--- src/rtl/socetlib_edge_capture.sv ---
// Multi-channel edge capture: synchronize, debounce, detect edges and latch sticky
// per-channel event/overrun flags with a combined interrupt.
module socetlib_edge_capture #(
  parameter int WIDTH       = 8,
  parameter int SYNC_STAGES = 2,
  parameter int DEBOUNCE    = 4
) (
  input  logic             CLK,
  input  logic             nRST,
  input  logic [WIDTH-1:0] signal,
  input  logic [WIDTH-1:0] rise_en,
  input  logic [WIDTH-1:0] fall_en,
  input  logic [WIDTH-1:0] clear,
  output logic [WIDTH-1:0] level,
  output logic [WIDTH-1:0] pos_edge,
  output logic [WIDTH-1:0] neg_edge,
  output logic [WIDTH-1:0] pending,
  output logic [WIDTH-1:0] overrun,
  output logic             irq
);

  localparam int               CNT_W   = (DEBOUNCE > 1) ? $clog2(DEBOUNCE) : 1;
  localparam logic [CNT_W-1:0] CNT_MAX = CNT_W'(DEBOUNCE - 1);

  logic [WIDTH-1:0] s;

  generate
    if (SYNC_STAGES == 0) begin : g_nosync
      assign s = signal;
    end else begin : g_sync
      logic [WIDTH-1:0] sync_reg [SYNC_STAGES];

      always_ff @(posedge CLK, negedge nRST) begin
        if (!nRST) begin
          for (int k = 0; k < SYNC_STAGES; k++) sync_reg[k] <= '0;
        end else begin
          sync_reg[0] <= signal;
          for (int k = 1; k < SYNC_STAGES; k++) sync_reg[k] <= sync_reg[k-1];
        end
      end

      assign s = sync_reg[SYNC_STAGES-1];
    end
  endgenerate

  genvar gi;
  generate
    for (gi = 0; gi < WIDTH; gi++) begin : g_ch
      logic [CNT_W-1:0] cnt_reg, cnt_next;
      logic             f_reg, f_next;
      logic             accept;
      logic             pos_reg, neg_reg;
      logic             pending_reg, overrun_reg;
      logic             event_w, ovr_cond;

      // Counter tracks consecutive cycles s disagrees with the filtered level.
      always_comb begin
        accept   = 1'b0;
        cnt_next = '0;
        f_next   = f_reg;
        if (s[gi] != f_reg) begin
          if (cnt_reg == CNT_MAX) begin
            accept = 1'b1;
            f_next = s[gi];
          end else begin
            cnt_next = cnt_reg + 1'b1;
          end
        end
      end

      assign event_w  = (pos_reg & rise_en[gi]) | (neg_reg & fall_en[gi]);
      assign ovr_cond = event_w & pending_reg & ~clear[gi];

      always_ff @(posedge CLK, negedge nRST) begin
        if (!nRST) begin
          cnt_reg     <= '0;
          f_reg       <= 1'b0;
          pos_reg     <= 1'b0;
          neg_reg     <= 1'b0;
          pending_reg <= 1'b0;
          overrun_reg <= 1'b0;
        end else begin
          cnt_reg     <= cnt_next;
          f_reg       <= f_next;
          pos_reg     <= accept & s[gi];
          neg_reg     <= accept & ~s[gi];
          // A new event outranks a simultaneous clear.
          pending_reg <= event_w | (pending_reg & ~clear[gi]);
          overrun_reg <= ovr_cond | (overrun_reg & ~clear[gi]);
        end
      end

      assign level[gi]    = f_reg;
      assign pos_edge[gi] = pos_reg;
      assign neg_edge[gi] = neg_reg;
      assign pending[gi]  = pending_reg;
      assign overrun[gi]  = overrun_reg;
    end
  endgenerate

  assign irq = |pending;

endmodule

--- config.mk ---
export PLATFORM = sky130hd
export DESIGN_NAME = socetlib_edge_capture
export DESIGN_NICKNAME = d
export VERILOG_FILES = /design/src/rtl/socetlib_edge_capture.sv
export SDC_FILE = /design/constraint.sdc
export NUM_CORES = 1
export LEC_CHECK = 0
export CAP_MARGIN = 20
export CORE_MARGIN = 4
export CORE_UTILIZATION = 43
export DETAILED_ROUTE_END_ITERATION = 8
export PLACE_DENSITY = 0.8
export SETUP_SLACK_MARGIN = 0.4
export SYNTH_ARGS = -nofsm -noshare
export SYNTH_HDL_FRONTEND = slang
export SYNTH_SLANG_ARGS = --single-unit
--- constraint.sdc ---
create_clock -name CLK -period 0.9 [get_ports CLK]
set_input_delay 0.09 -clock CLK [delete_from_list [all_inputs] [get_ports CLK]]
set_output_delay 0.09 -clock CLK [all_outputs]
set_load 0.02 [all_outputs]
==> out/results.ini <==
[worst_setup_path]
r2r_slack_ns = -0.07
crit_required_ns = 0.81
worstSetupEndpointType = output port
r2r_end = g_ch[6].overrun_reg$_DFF_PN0_
critPathLaunchType = flip-flop
critical_path_arrival_ns = 1.27
reg2reg_from = g_ch[6].pos_reg$_DFF_PN0_
crit_type = flip-flop to output port
reg2regPathDepth = 3
crit_path_max_fanout = 2

[sta]
worst_slack_ns = -0.456
slew_viol_final = 0
finalHoldViolCount = 72
grt_setup_unrepaired = true
fin_worst_skew_ns = 0.00823
clock.fmax_mhz = 738
fin_crit_sh_pct = 151
slew_headroom_pct = 75.0
fin_crit_ns = 1.36
worstMarginPinSlew_ns = 0.375
whs_ns = -0.234
setup_violations = 60

[cts]
clkTransAtPathRegs_ns = 0.07
cts_made_buffers = 9
cts_tree = yes
cts.path.max_buffers = 2
cts_sinks = 72
ctsRootBufferMaster = clkbuf_8
clk_latency_ns = 0.33
htree_levels = 3

[drt]
routedWlPerCell_um = 14.4
drt_iter0_drc = 67
viasPerCell = 4.65
routed_wl_mm = 5.75
drc = 0
ant_nets = 0
dr.pass1.iters = 6
vias = 1861

[flow_run]
max_cap_viol_count = 0

[logic_synthesis]
synthDominantCellAreaShare_pct = 63.7
syn-num-nets = 269
postSynthAreaPerCell_um2 = 12.5
ys_types = 15
yosysWarningCount = 0
yosysTopAreaCell = dfrtp_1
synth_seq_cells = 72
syn-cell-area_um2 = 2830
postSynthCellCount = 227
synthTopCellsByArea = dfrtp_1, buf_4, ha_1
seq_area_frac_synth_pct = 63.7

[power]
power.density_nw_per_um2 = 2480
clockPowerShare_pct = 21.8
ir_worst_vdd_uv = 1850
p_sw_uw = 3480
p_sw_share_pct = 31.1
internal-power_uw = 7720
leakage_uw = 0.00211
p_seq_share_pct = 38.9
p_total_uw = 11200
combinationalPowerShare_pct = 39.3

[floorplan]
die_area_um2 = 7940
die_h_um = 89.1
die_w_um = 89.1
ios = 75
std_cell_rows = 29
core_um2 = 6390
start_util_pct = 44.3

[placement]
dp_hpwl_mm = 3.88
dpl_cell_area_um2 = 3710
gp_congestion = 0.738
io_buffers = 74

[global_routing]
grt_max_degree = 73
antenna_found_initial = 0
grt_remaining_overflow = 0
grt_usage_pct = 15.6
grt_pass1_vias = 2054
grt_pass1_wl_mm = 9.30

[final_layout]
nNetsFinal = 361
n_antenna_cell = 0
drive_gt1_share_pct = 53.9
largest_reg_flops = 16
nFillCells = 417
syn_to_final_growth_pct = 59.9
final_area_um2 = 4520

[worst_hold_path]
hold_path.class = input pin to asynchronous set/reset pin

[outcome]
violations = negative hold slack, negative setup slack
status = complete, but fails checks

-- how the worst max path moves through the flow --
| stage | from | end | slack (ns) | depth (start not counted) |
|---|---|---|---|---|
| CTS | g_ch[6].pending_reg$_DFF_PN0_ | irq | -0.44 | 3 |
| finish | g_ch[6].pending_reg$_DFF_PN0_ | irq | -0.46 | 3 |
| floorplan | g_ch[3].pending_reg$_DFF_PN0_ | irq | 0.01 | 2 |
| global placement | g_ch[3].pending_reg$_DFF_PN0_ | irq | -0.50 | 3 |
| detailed placement | g_ch[3].pending_reg$_DFF_PN0_ | irq | -0.51 | 3 |
| global route | g_ch[6].pending_reg$_DFF_PN0_ | irq | -0.55 | 3 |
-- final cells by class --
class | count | area [um^2] | area share (%)
Clock buffer | 12 | 145 | 3.21
Timing Repair Buffer | 121 | 1250 | 27.6
Tap cell | 77 | 96.3 | 2.13
Clock inverter | 3 | 42.5 | 0.941
Multi-Input combinational cell | 99 | 1130 | 24.9
Inverter | 16 | 60.1 | 1.33
Sequential cell | 72 | 1810 | 39.9
-- layer usage --
layer	vias to the layer above	part of all wire (%)	global-route usage, %
met2	57	54	27.7
met3	9	6.6	3.69
met1	908	38	18.3
met5	-	0	0
li1	887	-	-
met4	0	1.2	5.68
-- kinds of logic after synthesis --
group                    Yosys count  share of synthesized area, %
AND/OR/NAND/NOR                   59                          12.3
buffers and inverters             56                          12.7
flip-flops                        72                          63.7
AO/OA/AOI/OAI                     24                          5.31
adder cells (fa/ha/maj)            8                          3.54
XOR/XNOR                           8                          2.48
-- per-stage QoR --
stage	setup TNS, ns	setup slack (ns)	hold slack (ns)	util (%)	cells
5_1_grt	-6.44	-0.550	-0.206	70.8	400
4_1_cts	-4.35	-0.440	-0.225	68.8	396
6_report	-3.76	-0.456	-0.234	70.8	400
2_1_floorplan	0	0.00975	-0.206	-	227
3_5_place_dp	-7.69	-0.509	0.134	58.0	366
3_3_place_gp	-7.13	-0.503	0.128	58.0	366
-- power by group through the flow --
stage               clock (uW)  sequential [uW]  combinational (uW)
finish                    2450             4360                4400
global route              2660             4430                4790
CTS                       2490             4330                4100
detailed placement           0             4220                3030
global placement             0             4190                2910
floorplan                    0             4320                2010
-- critical path, cell delays in order, from the launching register on --
cell     delay (ns)
dfrtp_1        0.39
nor4_2         0.29
nand2_1        0.09
buf_2          0.17
-- synthesized netlist by cell type, drive strengths merged --
library cell and count:
nand2b 8, a22oi 8, buf 40, nor2 8, nor4 2, inv 16, nand2 17, nor2b 8
o22ai 8, nor3 8, xnor2 8, nor3b 8, o21ai 8, dfrtp 72, ha 8
-- cell usage in the layout, fill, tap and decap left out, drive strengths merged, types with 12 or more instances in the layout --
master and count:
clkdlybuf4s50 32, nand2 17, inv 16, clkbuf 12
dfrtp 72, buf 89
-- what timing repair did --
action	4_1_cts	5_1_grt
gates cloned	0	0
pin swaps	15	10
endpoints found under the hold margin	72	72
resized for setup	305	32
setup buffers	15	4
endpoints found under the setup margin	97	97
Note: power is estimated with default switching activity, not from simulation.
